**src/rtl/pix_threshold_detect_if.sv**
```systemverilog
// Pixel stream handshake bundle: valid/ready, packed pixels, frame markers.
// tuser bit0 SOF, bit1 SOL, bit2 EOL, bit3 EOF.
interface pix_threshold_detect_if #(
  parameter int DATA_W = 64
) ();
  logic              tvalid;
  logic              tready;
  logic [DATA_W-1:0] tdata;
  logic [3:0]        tuser;

  modport master (
    output tvalid, tdata, tuser,
    input  tready
  );

  modport slave (
    input  tvalid, tdata, tuser,
    output tready
  );
endinterface

```
**src/rtl/pix_threshold_detect.sv**
```systemverilog
// Per-frame above-threshold pixel counter with end-of-frame event,
// plus a one-deep register slice passing the stream through unchanged.
module pix_threshold_detect #(
  parameter int PIX_W        = 16,
  parameter int PIX_PER_BEAT = 4,
  parameter int CNT_W        = 24,
  parameter int FCNT_W       = 16
) (
  input  logic              clk,
  input  logic              srst_n,
  input  logic              cfg_enable,
  input  logic [PIX_W-1:0]  cfg_threshold,
  input  logic [CNT_W-1:0]  cfg_min_hits,
  pix_threshold_detect_if.slave  s_axis,
  pix_threshold_detect_if.master m_axis,
  output logic              HlsPixTh_tvalid,
  output logic [CNT_W-1:0]  HlsPixTh_tdata,
  output logic [FCNT_W-1:0] frame_cnt,
  output logic              err_sof_in_frame
);

  localparam int HIT_W = $clog2(PIX_PER_BEAT + 1);

  typedef enum logic {
    IDLE,
    IN_FRAME
  } state_t;

  state_t state, state_nxt;

  logic             accept, sof, eof, in_frame;
  logic             count_en, done, fire, err_set;
  logic             en_q, en;
  logic [PIX_W-1:0] thr_q, thr;
  logic [CNT_W-1:0] min_q, min_h;
  logic [CNT_W-1:0] acc_q, acc_base, acc_sat;
  logic [CNT_W:0]   acc_sum;
  logic [HIT_W-1:0] hits;

  assign s_axis.tready = srst_n & (!m_axis.tvalid | m_axis.tready);
  assign accept   = s_axis.tvalid & s_axis.tready;
  assign sof      = s_axis.tuser[0];
  assign eof      = s_axis.tuser[3];
  assign in_frame = (state == IN_FRAME);

  always_ff @(posedge clk) begin
    if (!srst_n) state <= IDLE;
    else         state <= state_nxt;
  end

  always_comb begin
    state_nxt = state;
    if (accept && eof)      state_nxt = IDLE;
    else if (accept && sof) state_nxt = IN_FRAME;
  end

  // An accepted SOF beat is judged against the config it latches.
  always_comb begin
    thr   = (accept && sof) ? cfg_threshold : thr_q;
    en    = (accept && sof) ? cfg_enable    : en_q;
    min_h = (accept && sof) ? cfg_min_hits  : min_q;
    hits  = '0;
    for (int k = 0; k < PIX_PER_BEAT; k++) begin
      if (s_axis.tdata[k*PIX_W +: PIX_W] > thr)
        hits = hits + HIT_W'(1);
    end
    acc_base = sof ? '0 : acc_q;
    acc_sum  = {1'b0, acc_base} + (CNT_W+1)'(hits);
    acc_sat  = acc_sum[CNT_W] ? '1 : acc_sum[CNT_W-1:0];
    count_en = accept & (sof | in_frame);
    done     = accept & eof & (sof | in_frame);
    fire     = done & en & (acc_sat >= min_h);
    err_set  = accept & sof & in_frame;
  end

  always_ff @(posedge clk) begin
    if (!srst_n) begin
      m_axis.tvalid    <= 1'b0;
      m_axis.tdata     <= '0;
      m_axis.tuser     <= '0;
      acc_q            <= '0;
      thr_q            <= '0;
      en_q             <= 1'b0;
      min_q            <= '0;
      HlsPixTh_tvalid  <= 1'b0;
      HlsPixTh_tdata   <= '0;
      frame_cnt        <= '0;
      err_sof_in_frame <= 1'b0;
    end else begin
      if (accept) begin
        m_axis.tvalid <= 1'b1;
        m_axis.tdata  <= s_axis.tdata;
        m_axis.tuser  <= s_axis.tuser;
      end else if (m_axis.tready) begin
        m_axis.tvalid <= 1'b0;
      end
      if (count_en) acc_q <= acc_sat;
      if (accept && sof) begin
        thr_q <= cfg_threshold;
        en_q  <= cfg_enable;
        min_q <= cfg_min_hits;
      end
      HlsPixTh_tvalid <= fire;
      if (fire)    HlsPixTh_tdata   <= acc_sat;
      if (done)    frame_cnt        <= frame_cnt + FCNT_W'(1);
      if (err_set) err_sof_in_frame <= 1'b1;
    end
  end

endmodule
```
**src/flat_wrapper.sv**
```systemverilog
// flat-port wrapper written by rule: the top's interface ports become plain ports
module pix_threshold_detect_flat 
#(
  parameter int PIX_W        = 16,
  parameter int PIX_PER_BEAT = 4,
  parameter int CNT_W        = 24,
  parameter int FCNT_W       = 16
)
  (clk, srst_n, cfg_enable, cfg_threshold, cfg_min_hits, HlsPixTh_tvalid, HlsPixTh_tdata, frame_cnt, err_sof_in_frame, s_axis_tvalid, s_axis_tdata, s_axis_tuser, s_axis_tready, m_axis_tvalid, m_axis_tdata, m_axis_tuser, m_axis_tready);
  pix_threshold_detect_if s_axis_i ();
  pix_threshold_detect_if m_axis_i ();
  input  logic clk;
  input  logic srst_n;
  input  logic cfg_enable;
  input  logic [PIX_W-1:0] cfg_threshold;
  input  logic [CNT_W-1:0] cfg_min_hits;
  output logic HlsPixTh_tvalid;
  output logic [CNT_W-1:0] HlsPixTh_tdata;
  output logic [FCNT_W-1:0] frame_cnt;
  output logic err_sof_in_frame;
  input wire logic [$bits(s_axis_i.tvalid)-1:0] s_axis_tvalid;
  input wire logic [$bits(s_axis_i.tdata)-1:0] s_axis_tdata;
  input wire logic [$bits(s_axis_i.tuser)-1:0] s_axis_tuser;
  output wire logic [$bits(s_axis_i.tready)-1:0] s_axis_tready;
  output wire logic [$bits(m_axis_i.tvalid)-1:0] m_axis_tvalid;
  output wire logic [$bits(m_axis_i.tdata)-1:0] m_axis_tdata;
  output wire logic [$bits(m_axis_i.tuser)-1:0] m_axis_tuser;
  input wire logic [$bits(m_axis_i.tready)-1:0] m_axis_tready;
  assign s_axis_i.tvalid = s_axis_tvalid;
  assign s_axis_i.tdata = s_axis_tdata;
  assign s_axis_i.tuser = s_axis_tuser;
  assign s_axis_tready = s_axis_i.tready;
  assign m_axis_tvalid = m_axis_i.tvalid;
  assign m_axis_tdata = m_axis_i.tdata;
  assign m_axis_tuser = m_axis_i.tuser;
  assign m_axis_i.tready = m_axis_tready;
  pix_threshold_detect #(.PIX_W(PIX_W), .PIX_PER_BEAT(PIX_PER_BEAT), .CNT_W(CNT_W), .FCNT_W(FCNT_W)) u_core (.clk(clk), .srst_n(srst_n), .cfg_enable(cfg_enable), .cfg_threshold(cfg_threshold), .cfg_min_hits(cfg_min_hits), .s_axis(s_axis_i), .m_axis(m_axis_i), .HlsPixTh_tvalid(HlsPixTh_tvalid), .HlsPixTh_tdata(HlsPixTh_tdata), .frame_cnt(frame_cnt), .err_sof_in_frame(err_sof_in_frame));
endmodule
```
**config.mk**
```make
export PLATFORM = sky130hd
export DESIGN_NAME = pix_threshold_detect_flat
export DESIGN_NICKNAME = d
export VERILOG_FILES = /design/src/rtl/pix_threshold_detect_if.sv /design/src/rtl/pix_threshold_detect.sv /design/src/flat_wrapper.sv
export SDC_FILE = /design/constraint.sdc
export NUM_CORES = 1
export LEC_CHECK = 0
export BUFFER_PORTS_ARGS = -buffer_cell sky130_fd_sc_hd__clkbuf_2
export CORE_UTILIZATION = 28
export CTS_BUF_LIST = sky130_fd_sc_hd__clkbuf_2
export DETAILED_ROUTE_END_ITERATION = 8
export PLACE_DENSITY = 0.47
export SLEW_MARGIN = 15
export SYNTH_ARGS = -nofsm -noshare
export SYNTH_HDL_FRONTEND = slang
export SYNTH_SLANG_ARGS = --single-unit
```
**constraint.sdc**
```tcl
create_clock -name clk -period 8.7 [get_ports clk]
set_input_delay 1.74 -clock clk [delete_from_list [all_inputs] [get_ports clk]]
set_output_delay 1.74 -clock clk [all_outputs]
set_load 0.02 [all_outputs]
```
==> results.md, run 1 <==
* Status: completed
* Worst-Margin Slew at 1.08 ns
* Worst setup EP type: register
* Drt pass-1 iters at 4
* Sink Count at 177
* XOR/XNOR Fraction of Synth Area at 3.57%
* Worst Path Max Fanout at 25
* Warnings, synthesis at 0
* Min-Delay Endpoint: u_core.m_axis.tdata[40]
* Crit path required time at 9.42 ns
* Most common cell after layout, fill and taps aside: clkbuf_2
* Layout area overhead at 22.8%
* Post CTS Setup Buffer Count at 0
* Worst R2R Start: u_core.m_axis.tvalid
* Post-Synth Adder-Cell Area at 11.9%
* Final Net Count at 1,534
* Slew Viols, Final at 0
* Critical Path Max Stage Delay at 0.50 ns
* Global-route wire length before repair at 46,600 um
* Die Y at 187 um
* Primary FF master, synth: dfxtp_1
* RePlAce Congestion at 0.809
* Leak Pwr at 5.69 nW
* Via count at 8,483
* I/O Buffers at 224
* Die extent in x at 187 um
* CTS clk-pin slew, worst paths at 0.23 ns
* TritonCTS clock tree: done
* Slowest-stage cell, CP: fa_1
* Synth async-reset ratio at 0%
* Clock root cell: clkbuf_2
* Starting density of the core at 28.5%
* Global route total overflow at 0
* Max rail drop VDD at 94.6 uV
* Cells after synthesis at 1,095
* # setup viols final at 0
* Num CTS Buffers at 17
* # Max-Cap Violations at 0
* Final Cycle Share at 89.4%
* Worst skew pair latency at 0.80 ns
* Clk_skew at 0.0379 ns
* Synth Area in Compound Gates at 10.4%
* Core Region at 33,500 um2
* Vias in the first global route at 8,327
* R2R setup slack at 1.53 ns
* HP Class: reg -> reg
* Total global-route track usage at 17.2%
* HPWL after DPL at 22,300 um
* Vias per cell at 4.73
* Routed WL at 29,400 um
* Setup TNS at 0 ns
* Mux share of post-synthesis cell area at 6.84%
* CTS resizes at 0
* Mean Syn Cell Area at 8.73 um2
* Post-Synth Simple-Gate Area at 27.0%
* Post-Syn Area at 9560 um2
* Initial DRC Count at 330
* Post-synthesis sequential area ratio at 37.1%
* Relative slew margins at 28.3%
* Hold_buf cts at 0
* Crit Path Category: in -> reg
* Hold Path Cell Cnt at 2
* Largest net degree at the start of global routing at 106
* Worst reg2reg path depth at 30
* Reg2Reg Capture Point: u_core.HlsPixTh_tdata[8]
* IO Count at 225
* # DRC at 0
* Share of cells above drive strength 1 at 26.1%
* Synth unique cells at 68
* Flops & latches, synth at 177
* Largest family of logic cells by synthesized area: simple AND/OR/NAND/NOR gates
* Worst-case clock buffer depth at 2
* Final ANT Viol Nets at 0
* Final hold violation count at 0
* Most frequent cells in the layout: clkbuf_2 (243), nand2_1 (210), dfxtp_1 (177)
* Htree depth at 4
* Cell repeated most along the worst path: a21o_1
* CP arrival at 8.50 ns
* Syn_nets at 1,296
* Row cnt at 67
* WL per Instance at 16.4 um
* RSZ-0062 raised after global routing: no
* Post-route setup slack at 0.919 ns
* Max Freq at 129 MHz
* Initial antenna violation count at 6
* PD cells at 151 nW/um2
* Hold Crit Start: u_core.m_axis.tdata[40]
* Startpoint types: input port
* EDFF count, synth at 0
* Die area at 34,900 um2
* Final min period at 7.78 ns
* Place WS at 0.0683 ns
flip-flops by register name, summed over array words and instances, names as in the netlist, 4 cells and up:
signal and cells:
u_core.frame_cnt 16, u_core.thr_q 16, u_core.acc_q 24, u_core.m_axis.tuser 4, u_core.min_q 24, u_core.HlsPixTh_tdata 24, u_core.m_axis.tdata 64
report_power, final:
group	switching, mW	internal (mW)
logic	0.223	0.160
clock network	0.307	0.217
registers	0.0193	0.848
total	0.550	1.23
worst max path at each step:
stage | start | endpoint | slack [ns] | cells after the start
floorplan | s_axis_tuser[0] | u_core.HlsPixTh_tdata[10] | 0.03 | 31
finish | s_axis_tuser[0] | u_core.HlsPixTh_tdata[8] | 0.92 | 31
global placement | s_axis_tuser[0] | u_core.HlsPixTh_tdata[18] | 0.19 | 31
global route | s_axis_tuser[0] | u_core.HlsPixTh_tdata[9] | 0.54 | 32
detailed placement | s_axis_tuser[0] | u_core.HlsPixTh_tdata[2] | 0.07 | 31
CTS | s_axis_tuser[0] | u_core.HlsPixTh_tdata[8] | 1.02 | 31
final cells by class:
cell class / instances / area [um2]
clock buffer: 20 / 100
antenna: 2 / 5.00
inverter: 18 / 68.8
multi-input combinational: 843 / 5750
tap: 448 / 561
fill: 3590 / 21800
clock inverter: 10 / 186
sequential: 177 / 3540
timing repair buffer: 276 / 1530
per-stage QoR:
stage / total power, mW / hold WS (ns) / cells / util [%] / area [um2]
final: 1.78 / 0.472 / 1794 / 35.0 / 11700
after global routing: 1.88 / 0.494 / 1793 / 35.0 / 11700
after CTS: 1.81 / 0.474 / 1792 / 35.0 / 11700
after detailed placement: 1.27 / 0.444 / 1762 / 34.2 / 11500
after global placement: 1.27 / 0.441 / 1762 / 34.2 / 11500
after floorplan: 1.12 / 0.453 / 1095 / - / 9590
cells by family (layout without fill, tap and decap cells):
kind of cell    after synthesis  count (layout)
xor+xnor                     39              39
simple gates                513             513
fa+ha+maj                    91              91
other cells                   0               2
mux                          65              65
flops                       177             177
compound gates              135             135
buf+inv                      75             324
Yosys cell counts (3+ instances only):
cell type / number / area (um2)
nor3_1: 12 / 60.1
buf_2: 6 / 30.0
dfxtp_1: 177 / 3540
a211oi_1: 4 / 30.0
xor2_1: 9 / 78.8
nand2_1: 211 / 792
o31ai_1: 4 / 30.0
nor2b_1: 52 / 325
mux2i_1: 62 / 621
inv_1: 17 / 63.8
nand2b_1: 3 / 18.8
and2_1: 19 / 119
nor4_1: 11 / 68.8
ha_1: 87 / 1090
and4_1: 7 / 61.3
buf_4: 4 / 30.0
nor3b_1: 8 / 60.1
a21boi_0: 7 / 52.6
or3_1: 5 / 31.3
o211a_1: 6 / 60.1
o21ai_0: 18 / 90.1
a21o_1: 26 / 195
mux2_2: 3 / 33.8
buf_1: 12 / 45.0
nor2_1: 53 / 199
o211ai_1: 6 / 45.0
o21a_1: 3 / 22.5
o21ai_2: 14 / 123
nor3b_2: 9 / 113
a21oi_1: 20 / 100
and3_1: 6 / 37.5
nand4_1: 19 / 119
xnor2_1: 30 / 263
a221o_1: 3 / 30.0
maj3_1: 3 / 30.0
clkbuf_1: 34 / 128
nand3_1: 89 / 445
critical path, delay by kind of cell:
kind	cells	cell delay, ns
compound gates	15	2.96
buf+inv	4	0.63
xor+xnor	1	0.14
simple gates	3	0.52
mux	3	0.78
fa+ha+maj	5	1.70
layer usage:
metal / up-vias / wire length, um / GRT usage [%]
li1: 4302 / - / -
met5: - / 61 / 0
met1: 3937 / 13000 / 21.2
met4: 10 / 316 / 3.91
met3: 27 / 2210 / 5.44
met2: 207 / 13900 / 28.9
No activity file was read; power rests on OpenSTA's default activity.
==> run 2, diff against run 1 <==
RECOVER_POWER = 25   (was default)
==> results.md, run 2 (synthesis results as in run 1) <==
* Hold_buf cts at 0 (unchanged)
* Sink Count at 177 (unchanged)
* Largest net degree at the start of global routing at 106 (unchanged)
* CP arrival at 8.63 ns (was 8.50 ns)
* IO Count at 225 (unchanged)
* Row cnt at 67 (unchanged)
* Slew Viols, Final at 137 (was 0)
* Fillers at 3,596 (was 3,590)
* HPWL after DPL at 22,300 um (unchanged)
* WL per Instance at 16.4 um (about the same)
* Footprint of the multi-input gates at 5730 um2 (was 5750 um2)
* I/O Buffers at 224 (unchanged)
* Drt pass-1 iters at 4 (unchanged)
* Status: complete, but fails checks (was completed)
* Worst-Margin Slew at 3.53 ns (was 1.08 ns)
* Initial antenna violation count at 6 (unchanged)
* Setup TNS at 0 ns (unchanged)
* Slowest-stage cell, CP: fa_1 (unchanged)
* Most common cell after layout, fill and taps aside: clkbuf_2 (unchanged)
* # setup viols final at 0 (unchanged)
* HP Class: reg -> reg (unchanged)
* Global route total overflow at 0 (unchanged)
* Worst skew pair latency at 0.80 ns (about the same)
* Die Y at 187 um (unchanged)
* Core Region at 33,500 um2 (unchanged)
* Final hold violation count at 0 (unchanged)
* Routed WL at 29,500 um (was 29,400 um)
* Leak Pwr at 5.65 nW (was 5.69 nW)
* PnR Total Power at 1.77 mW (was 1.78 mW)
* Worst Path Max Fanout at 25 (unchanged)
* Layout area overhead at 22.3% (was 22.8%)
* Worst-case clock buffer depth at 2 (unchanged)
* Critical path startpoint: s_axis_tuser[0] (unchanged)
* Vias in the first global route at 8,327 (unchanged)
* Hold Crit Start: u_core.m_axis.tdata[40] (unchanged)
* Cell repeated most along the worst path: a21o_1 (unchanged)
* Final Cycle Share at 91.0% (was 89.4%)
* RePlAce Congestion at 0.809 (unchanged)
* Max FFs per register at 64 (unchanged)
* Max rail drop VDD at 94.5 uV (was 94.6 uV)
* Die area at 34,900 um2 (unchanged)
* Relative slew margins at -136% (was 28.3%)
* Top reg by flops: u_core.m_axis.tdata (unchanged)
* Worst R2R Start: u_core.m_axis.tvalid (unchanged)
* Crit Path Category: in -> reg (unchanged)
* Startpoint types: input port (unchanged)
* Clock root cell: clkbuf_2 (unchanged)
* Final ANT Viol Nets at 0 (unchanged)
* Final min period at 7.92 ns (was 7.78 ns)
* Vias per cell at 4.73 (about the same)
* # Max-Cap Violations at 2 (was 0)
* Crit path required time at 9.41 ns (was 9.42 ns)
* Max Freq at 126 MHz (was 129 MHz)
* Starting density of the core at 28.5% (unchanged)
* Total global-route track usage at 17.2% (unchanged)
* Share of cells above drive strength 1 at 25.4% (was 26.1%)
* Critical Path Max Stage Delay at 0.50 ns (about the same)
* Clk_skew at 0.0375 ns (was 0.0379 ns)
* PD cells at 152 nW/um2 (was 151 nW/um2)
* Most frequent cells in the layout: clkbuf_2 (242), nand2_1 (210), dfxtp_1 (177) (was clkbuf_2 (243), nand2_1 (210), dfxtp_1 (177))
* Worst setup EP type: register (unchanged)
* Initial DRC Count at 341 (was 330)
* Post CTS Setup Buffer Count at 0 (unchanged)
* Num CTS Buffers at 17 (unchanged)
* Htree depth at 4 (unchanged)
* Violated checks: capacitance limit, slew limit
* Via count at 8,484 (was 8,483)
* Final Net Count at 1,534 (unchanged)
* Global-route wire length before repair at 46,600 um (unchanged)
* # DRC at 0 (unchanged)
* CTS resizes at 0 (unchanged)
* CTS clk-pin slew, worst paths at 0.23 ns (about the same)
* RSZ-0062 raised after global routing: no (unchanged)
* Register area at 3540 um2 (unchanged)
* Die extent in x at 187 um (unchanged)
* TritonCTS clock tree: done (unchanged)
[run 2: path summary, 6_finish.rpt]
path / cells past startpoint / slack [ns] / to
setup / recovery: 31 / 0.78 / u_core.HlsPixTh_tdata[8]
hold / removal: 2 / 0.47 / u_core.m_axis.tdata[40]
setup reg to reg: 30 / 1.53 / u_core.HlsPixTh_tdata[8]
hold reg to reg: 2 / 0.47 / u_core.m_axis.tdata[40]
[run 2: through the flow]
stage                     util (%)  hold slack [ns]  instances  setup WS [ns]  cell area [um2]
after floorplan                  -            0.453       1095         0.0288             9590
after global placement        34.2            0.441       1762          0.194            11500
after global routing          34.9            0.494       1793          0.390            11700
final                         34.9            0.472       1794          0.784            11700
after detailed placement      34.2            0.444       1762         0.0683            11500
after CTS                     35.0            0.474       1792           1.02            11700
[run 2: metal layers]
layer  GRT usage (%)  vias up  part of all wire [%]
met3            5.44       27                   7.1
li1                -     4296                     -
met5               0        -                  0.21
met1            21.2     3945                    45
met2            28.9      206                    47
met4            3.91       10                   1.1
[run 2: critical path: cells and delay by family]
kind / cells / cell delay, ns
compound gates: 15 / 2.95
buf+inv: 4 / 0.76
simple gates: 3 / 0.53
fa+ha+maj: 5 / 1.70
mux: 3 / 0.78
xor+xnor: 1 / 0.14
[run 2: layout make-up]
| type | instances | area share, % |
|---|---|---|
| tap | 448 | 4.79 |
| clock inverter | 10 | 1.59 |
| inverter | 18 | 0.588 |
| sequential | 177 | 30.3 |
| multi-input combinational | 843 | 49.0 |
| antenna | 2 | 0.0428 |
| timing repair buffer | 276 | 12.8 |
| clock buffer | 20 | 0.856 |
[run 2: report_power, final]
part / internal (mW) / switching (mW)
clock: 0.217 / 0.307
combinational: 0.160 / 0.223
sequential: 0.848 / 0.0193
==> run 3, diff against run 2 <==
CORE_MARGIN = 1.5   (was default)
==> results.md, run 3 (synthesis results as in run 1) <==
* Status: complete, but fails checks (unchanged)
* Violated checks: capacitance limit, slew limit (unchanged)
* Core Region at 33,600 um2 (was 33,500 um2)
* Layout area overhead at 22.2% (was 22.3%)
* Die Y at 188 um (was 187 um)
* Row cnt at 67 (unchanged)
* Global-route wire length before repair at 46,400 um (was 46,600 um)
* Final Cycle Share at 90.9% (was 91.0%)
* Leak Pwr at 5.67 nW (was 5.65 nW)
* Util after Layout at 34.8% (was 34.9%)
* RePlAce Congestion at 0.788 (was 0.809)
* I/O Buffers at 224 (unchanged)
* Startpoint types: input port (unchanged)
* Final hold violation count at 0 (unchanged)
* Routed WL at 29,500 um (about the same)
* Max FFs per register at 64 (unchanged)
* Drt pass-1 iters at 4 (unchanged)
* Initial DRC Count at 333 (was 341)
* Top reg by flops: u_core.m_axis.tdata (unchanged)
* Starting density of the core at 28.4% (was 28.5%)
* Crit Path Category: in -> reg (unchanged)
* PD cells at 144 nW/um2 (was 152 nW/um2)
* Setup TNS at 0 ns (unchanged)
* Met3 Routed Length at 1680 um (was 2080 um)
* Vias in the first global route at 8,314 (was 8,327)
* CP arrival at 8.65 ns (was 8.63 ns)
* Share of cells above drive strength 1 at 25.6% (was 25.4%)
* Combinational power share at 22.9% (was 21.6%)
* Worst skew pair latency at 0.84 ns (was 0.80 ns)
* Initial antenna violation count at 5 (was 6)
* Post CTS Setup Buffer Count at 0 (unchanged)
* Slowest-stage cell, CP: a221o_1 (was fa_1)
* Worst reg2reg path depth at 30 (unchanged)
* Die extent in x at 188 um (was 187 um)
* # setup viols final at 0 (unchanged)
* HP Class: reg -> reg (unchanged)
* P_int at 1.14 mW (was 1.23 mW)
* Final Net Count at 1,539 (was 1,534)
* Die area at 35,300 um2 (was 34,900 um2)
* CTS clk-pin slew, worst paths at 0.23 ns (about the same)
* Slew Viols, Final at 137 (unchanged)
* Hold_buf cts at 0 (unchanged)
* Relative slew margins at -129% (was -136%)
* Largest net degree at the start of global routing at 107 (was 106)
* Worst Path Max Fanout at 25 (unchanged)
* # DRC at 0 (unchanged)
* WL per Instance at 16.4 um (about the same)
* Vias per cell at 4.69 (was 4.73)
* Worst-Margin Slew at 3.44 ns (was 3.53 ns)
* WL met1 at 13,500 um (was 13,200 um)
* Htree depth at 4 (unchanged)
* Final min period at 7.91 ns (was 7.92 ns)
* Total global-route track usage at 17.0% (was 17.2%)
* Clk_skew at 0.0549 ns (was 0.0375 ns)
* Via count at 8,446 (was 8,484)
* Worst setup EP type: register (unchanged)
* Metal2 WL at 13,700 um (was 13,800 um)
* Final ANT Viol Nets at 0 (unchanged)
* Sw Ratio at 32.3% (was 30.9%)
* Global route total overflow at 0 (unchanged)
* Max rail drop VDD at 75.6 uV (was 94.5 uV)
* RSZ-0062 raised after global routing: no (unchanged)
* Num CTS Buffers at 17 (unchanged)
* IO Count at 225 (unchanged)
* Worst R2R Start: u_core.m_axis.tvalid (unchanged)
* # Max-Cap Violations at 2 (unchanged)
* TritonCTS clock tree: done (unchanged)
* Flop pwr share at 51.5% (was 48.9%)
* Hold Crit Start: u_core.m_axis.tdata[50] (was u_core.m_axis.tdata[40])
* Critical Path Max Stage Delay at 0.39 ns (was 0.50 ns)
* Top Layer Used: met5 (unchanged)
* Hold Path Cell Cnt at 2 (unchanged)
* Clk pwr share at 25.6% (was 29.5%)
* Critical path startpoint: s_axis_tuser[0] (unchanged)
* Most common cell after layout, fill and taps aside: clkbuf_2 (unchanged)
* CTS resizes at 0 (unchanged)
* Most frequent cells in the layout: clkbuf_2 (242), nand2_1 (210), dfxtp_1 (177) (unchanged)
* Clock root cell: clkbuf_2 (unchanged)
* Max Freq at 126 MHz (about the same)
* Crit path required time at 9.44 ns (was 9.41 ns)
* HPWL after DPL at 22,500 um (was 22,300 um)
* Sink Count at 177 (unchanged)
* Worst-case clock buffer depth at 2 (unchanged)
* P_sw at 0.544 mW (was 0.549 mW)
==> run 3: layout make-up <==
| class | count | area, um2 |
|---|---|---|
| well taps | 448 | 561 |
| repair buffers | 281 | 1560 |
| inverters | 18 | 68.8 |
| fillers | 3577 | 21900 |
| flip-flops and latches | 177 | 3540 |
| clock buffers | 20 | 100 |
| diodes | 1 | 2.50 |
| multi-input cells | 843 | 5730 |
| clock inverters | 11 | 115 |
==> run 3: path summary, 6_finish.rpt <==
| kind | slack [ns] | end |
|---|---|---|
| min | 0.47 | u_core.m_axis.tdata[50] |
| min reg2reg | 0.47 | u_core.m_axis.tdata[50] |
| max reg2reg | 1.49 | u_core.HlsPixTh_tdata[9] |
| max | 0.79 | u_core.HlsPixTh_tdata[9] |
==> run 3: routing by layer <==
layer | vias to the layer above | global-route usage [%]
li1 | 4306 | -
met1 | 3915 | 21.6
met2 | 186 | 27.9
met3 | 31 | 4.77
met4 | 8 | 4.86
met5 | - | 0
==> run 3: stage by stage <==
stage	instances	power, mW	instance area [um2]	hold WS [ns]	setup slack [ns]
after global placement	1767	1.27	11500	0.441	0.129
after floorplan	1095	1.12	9590	0.453	0.0288
after detailed placement	1767	1.27	11500	0.445	0.0185
after global routing	1799	1.80	11700	0.490	0.370
final	1799	1.68	11700	0.469	0.788
after CTS	1798	1.72	11700	0.475	0.931
==> run 3: power by group through the flow <==
stage | registers [mW] | clock network, mW | logic (mW)
3_3_place_gp | 0.881 | 0 | 0.388
3_5_place_dp | 0.882 | 0 | 0.393
5_1_grt | 0.872 | 0.493 | 0.434
6_report | 0.867 | 0.432 | 0.386
2_1_floorplan | 0.908 | 0 | 0.208
4_1_cts | 0.867 | 0.462 | 0.395
==> run 3: critical path: cells and delay by family <==
family | cells | cell delay [ns]
xor gates and xnor gates | 2 | 0.46
adders and majority gates | 5 | 1.54
buffers and inverters | 4 | 0.82
and+or+nand+nor | 2 | 0.40
muxes | 3 | 0.77
AOI/OAI and AO/OA | 15 | 2.91
